[src/rtl/cathode_mux.sv]
// Registered 8:1 cathode pattern multiplexer for the 8-digit seven-segment display.
// One aclk of latency from digit_select / dig* to cathode; synchronous reset blanks the bus.
module cathode_mux #(
    parameter int                   NUM_DIGITS = 8,
    parameter int                   SEL_W      = 3,
    parameter int                   SEG_W      = 7,
    parameter logic [0:SEG_W-1]     BLANK_VAL  = 7'b1111111
) (
    input  logic                 aclk,
    input  logic                 reset,
    input  logic [0:SEL_W-1]     digit_select,
    input  logic [0:SEG_W-1]     dig0,
    input  logic [0:SEG_W-1]     dig1,
    input  logic [0:SEG_W-1]     dig2,
    input  logic [0:SEG_W-1]     dig3,
    input  logic [0:SEG_W-1]     dig4,
    input  logic [0:SEG_W-1]     dig5,
    input  logic [0:SEG_W-1]     dig6,
    input  logic [0:SEG_W-1]     dig7,
    output logic [0:SEG_W-1]     cathode
);

    logic [0:SEG_W-1] dig_bus [NUM_DIGITS];
    logic [0:SEG_W-1] next_pattern;

    always_comb begin
        dig_bus[0] = dig0;
        dig_bus[1] = dig1;
        dig_bus[2] = dig2;
        dig_bus[3] = dig3;
        dig_bus[4] = dig4;
        dig_bus[5] = dig5;
        dig_bus[6] = dig6;
        dig_bus[7] = dig7;
    end

    // Bit 0 of digit_select is the MSB, so the vector reads directly as the digit index.
    always_comb begin
        next_pattern = BLANK_VAL;
        case (digit_select)
            3'd0:    next_pattern = dig_bus[0];
            3'd1:    next_pattern = dig_bus[1];
            3'd2:    next_pattern = dig_bus[2];
            3'd3:    next_pattern = dig_bus[3];
            3'd4:    next_pattern = dig_bus[4];
            3'd5:    next_pattern = dig_bus[5];
            3'd6:    next_pattern = dig_bus[6];
            3'd7:    next_pattern = dig_bus[7];
            default: next_pattern = BLANK_VAL;
        endcase
    end

    always_ff @(posedge aclk) begin
        if (reset) begin
            cathode <= BLANK_VAL;
        end else begin
            cathode <= next_pattern;
        end
    end

endmodule

[config.mk]
export PLATFORM = sky130hd
export DESIGN_NAME = cathode_mux
export DESIGN_NICKNAME = d
export VERILOG_FILES = /design/src/rtl/cathode_mux.sv
export SDC_FILE = /design/constraint.sdc
export NUM_CORES = 1
export LEC_CHECK = 0
export CORE_AREA = 10 10 62 64
export DETAILED_ROUTE_END_ITERATION = 7
export DIE_AREA = 0 0 72 74
export GPL_ROUTABILITY_DRIVEN = 0
export HOLD_SLACK_MARGIN = 0.06
export MAX_ROUTING_LAYER = met4
export PLACE_DENSITY = 0.82
export SLEW_MARGIN = 15
export SYNTH_ARGS = -nofsm -noshare
export SYNTH_HDL_FRONTEND = slang
export SYNTH_SLANG_ARGS = --single-unit
[constraint.sdc]
create_clock -name aclk -period 1.41 [get_ports aclk]
set_clock_uncertainty 0.2 [all_clocks]
set_input_delay 0.282 -clock aclk [delete_from_list [all_inputs] [get_ports aclk]]
set_output_delay 0.282 -clock aclk [all_outputs]
set_load 0.01 [all_outputs]
Word level (Yosys, flattened, before mapping):

Index checks and enable logic that the tools add are counted.

* eq/ne operators: 7
* muxes and demuxes: 1
* reduce and logical (&&, ||, !) cells: 1

Operators by type and width (number)
* 7-bit one-hot mux with 8 select lines: 1
* 3-bit equality test (second input constant): 4
* 3-bit by 2-bit equality test with 1-bit output (second input constant): 2
* 3-bit by 1-bit equality test with 1-bit output (second input constant): 1
* 3-bit zero test: 1

* register bits after elaboration: 7
* output and inout port bits: 7
* word-level logic and storage cells: 10

Longest topological paths before layout:

* depth after elaboration: 2
* depth in mapped cells: 5
* depth with buffers taken out: 3

Least setup slack after synthesis:

OpenSTA, ideal clock, no wires.

* path type: in2reg
* from: input port digit_select[1] (netlist bit)
* to: register cathode[1] (netlist bit)
* library setup time: 0.135 ns
* arrival time: 1.045 ns
* data required time: 1.075 ns
* setup slack: 0.030 ns
* cell stages on the path: 5
* buffers on the path: 2
* path through: buf_6 -> buf_6 -> nor2b_4 -> a221oi_1 -> o221ai_1

* cells in the longest elaborated chain, start to end: 2
* elaborated cells on any way between the ends: 9
* classes of those cells: eq/ne (7); mux (1); reduce/logical (1)

RTL lines
* start: declaration: line 11 `input logic [0:SEL_W-1] digit_select,`
* 3-bit equality test, or another cell as far along: line 40 `case (digit_select)`
* 7-bit one-hot mux with 8 select lines *: line 40
* end signal: assignment: line 57 `cathode <= next_pattern;`
* end: declaration: line 20 `output logic [0:SEG_W-1] cathode`

Mark *: on every way between the ends. The rest lies on a longest branch, timed or not.
A chain may end at the register's enable or synchronous reset.

Worst setup path after layout:

* from: input port digit_select[2] (netlist bit)
* to: register cathode[4] (netlist bit)

The elaborated chain is that of the path after synthesis.

==> impl_metrics.py <==
metrics = {
    "outcome": {
        "outcome": "finished, final reports clean",
    },
    "finish": {
        "layout-drive-gt1-share_pct": 18.7,
        "area_growth_pct": 116,
        "largestRegisters": "cathode (7)",
        "final_nets": 212,
        "layout_commonest_cell": "clkdlybuf4s50_1",
        "largest_register_ffs": 7,
        "regArea_um2": 140,
        "stdcell_count": 181,
        "final_cell_mix": "53 x clkdlybuf4s50_1, 15 x mux2i_1, 11 x dlygate4sd2_1",
        "multi_input_area_um2": 532,
        "fillCellCount": 245,
        "antenna_cells": 0,
        "top_register": "cathode",
    },
    "logic_synthesis": {
        "ys_seq_area_share_pct": 20.0,
        "synthTopCellsByArea": "mux2i_1 23%, dfxtp_1 20%, a22o_1 10%",
        "yosysWarnings": 0,
        "ys_ff_latch": 7,
        "synth_area_leader_cell": "mux2i_1",
        "synth_area_um2": 701,
        "avgSynthCellArea_um2": 9.60,
        "ys_types": 22,
        "synth_cells": 73,
        "synth_fp_nets": 134,
        "yosysTopAreaCellShare_pct": 22.9,
    },
    "die": {
        "io_pins": 68,
        "fp-row-count": 19,
        "dieArea_um2": 5330,
        "fp.coreArea_um2": 2660,
        "die_w_um": 72,
        "die_h_um": 74,
        "initial_core_util_pct": 26.3,
    },
    "global_routing": {
        "overflow": 0,
        "grt_pass1_wl_um": 4510,
        "grt_util_all_layers_pct": 10.8,
        "grt_max_degree": 11,
        "grt_pass1_vias": 1011,
        "grt_antenna_before_repair": 0,
    },
    "cts": {
        "cts_setup_buffers": 0,
        "cts_tree": "yes",
        "htreeDepth": 1,
        "clk_pin_slew_ns": 0.05,
        "clockBufferDepth": 2,
        "cts-buffers-inserted": 3,
        "clockRootBuffer": "clkbuf_4",
        "hold_buffers": 0,
        "clock-sinks": 7,
    },
    "sta": {
        "fin_crit_sh_pct": 99.3,
        "setup_viol": 0,
        "whs_ns": 0.323,
        "rsz0062_at_grt": "yes",
        "final_max_slew_viol_count": 0,
        "worst_slew_pin_slew_ns": 0.193,
        "fin_ws_ns": 0.0103,
        "hold_viol": 0,
        "max-slew-margin-rel_pct": 86.8,
        "fmax_mhz": 714,
        "period_needed_ns": 1.40,
        "setup_tns_ns": 0,
    },
    "setup_path": {
        "path_cells": "dlygate4sd2_1, and2_1, a22o_1, a211o_1",
        "path_buf_inv": 1,
        "max_stage_delay_ns": 0.30,
        "crit_family": "compound AO/OA/AOI/OAI gates",
        "critPathMaxFanout": 5,
        "startpoint_type": "input port",
        "arrival_ns": 1.34,
        "cp-end-kind": "flip-flop",
        "cp_slowest_cell": "dlygate4sd2_1",
        "critPathRequiredTime_ns": 1.35,
        "path_class": "in2reg",
    },
    "pwr": {
        "vdd_ir_drop_max_mv": 0.343,
        "finalPower_uw": 783,
        "p_leak_nw": 0.661,
        "p_per_area_nw_per_um2": 518,
    },
    "place": {
        "port_buffers": 67,
        "dp_cells": 177,
        "dp_hpwl_um": 2720,
        "place_worst_setup_slack_ns": -0.704,
    },
    "worst_hold_path": {
        "hp-class": "in2reg",
    },
    "route": {
        "vias": 932,
        "avgRoutedWirePerCell_um": 16.9,
        "antenna_left": 0,
        "dr.pass1.iters": 4,
        "route.detailed.drc": 0,
        "drt-total-wl_um": 3060,
        "drtIter0Drc": 47,
        "viasPerCell": 5.15,
    },
    "flow_run": {
        "maxCapViolCount": 0,
    },
}
==> synth_stat cells <==
cell      count
nor2_2        2
nor2b_1       1
a221oi_1      4
a211o_1       2
o21ai_1       3
a22oi_1       2
a21oi_1       2
dfxtp_1       7
mux2_1        2
nand3b_1      4
inv_1         3
nor2b_4       1
and2_1        2
o221ai_1      4
nand2_1       1
a22o_1        8
mux2i_1      16
buf_4         2
mux2_4        2
nand2b_1      1
buf_6         3
buf_2         1
==> tightest hold or removal path, stage by stage <==
cell,delay [ns]
dlymetal6s2s_1,0.08
mux2_4,0.14
a221oi_2,0.06
o221ai_1,0.17
==> layout make-up <==
type                    instances  share of cell area [%]
multi-input cells              57                    35.2
well taps                      31                    2.57
clock buffers                   4                    1.74
flip-flops and latches          7                    9.27
inverters                       3                   0.745
repair buffers                 79                    50.5
==> layer usage <==
layer  wire [um]  vias to the layer above  global-route usage (%)  share of wire (%)
li1            -                      443                       -                  -
met5           0                        -                       -                  0
met3         199                        2                    3.32                6.5
met1        1290                      432                    11.1                 42
met2        1560                       55                    19.0                 51
met4           7                        0                    4.30               0.23
==> final timing paths <==
check	start	to	slack [ns]	depth (start not counted)
min	dig6[6]	cathode[6]	0.32	4
max	digit_select[2]	cathode[4]	0.01	4
==> where the power goes <==
part | switching, mW | internal, mW
logic | 0.130 | 0.258
clock network | 0.0680 | 0.108
registers | 0.00341 | 0.216
==> kinds of logic (layout without fill, tap and decap cells) <==
group	count (synthesis)	in the layout	synth area share (%)
compound gates	25	25	28.2
mux	20	20	30.4
simple gates	12	12	12.1
flops	7	7	20.0
buf+inv	9	86	9.28
==> through the flow <==
step / util, % / instance area [um^2]
floorplan: - / 701
global placement: 54.8 / 1460
detailed placement: 54.8 / 1460
CTS: 56.4 / 1500
global route: 56.8 / 1510
finish: 56.8 / 1510
==> timing repair <==
| action | 4_1_cts | 5_1_grt |
|---|---|---|
| pin swaps | 3 | 2 |
| gates resized for setup | 23 | 3 |
| endpoints found under the setup margin | 14 | 6 |
(Power assumes the default switching activity.)
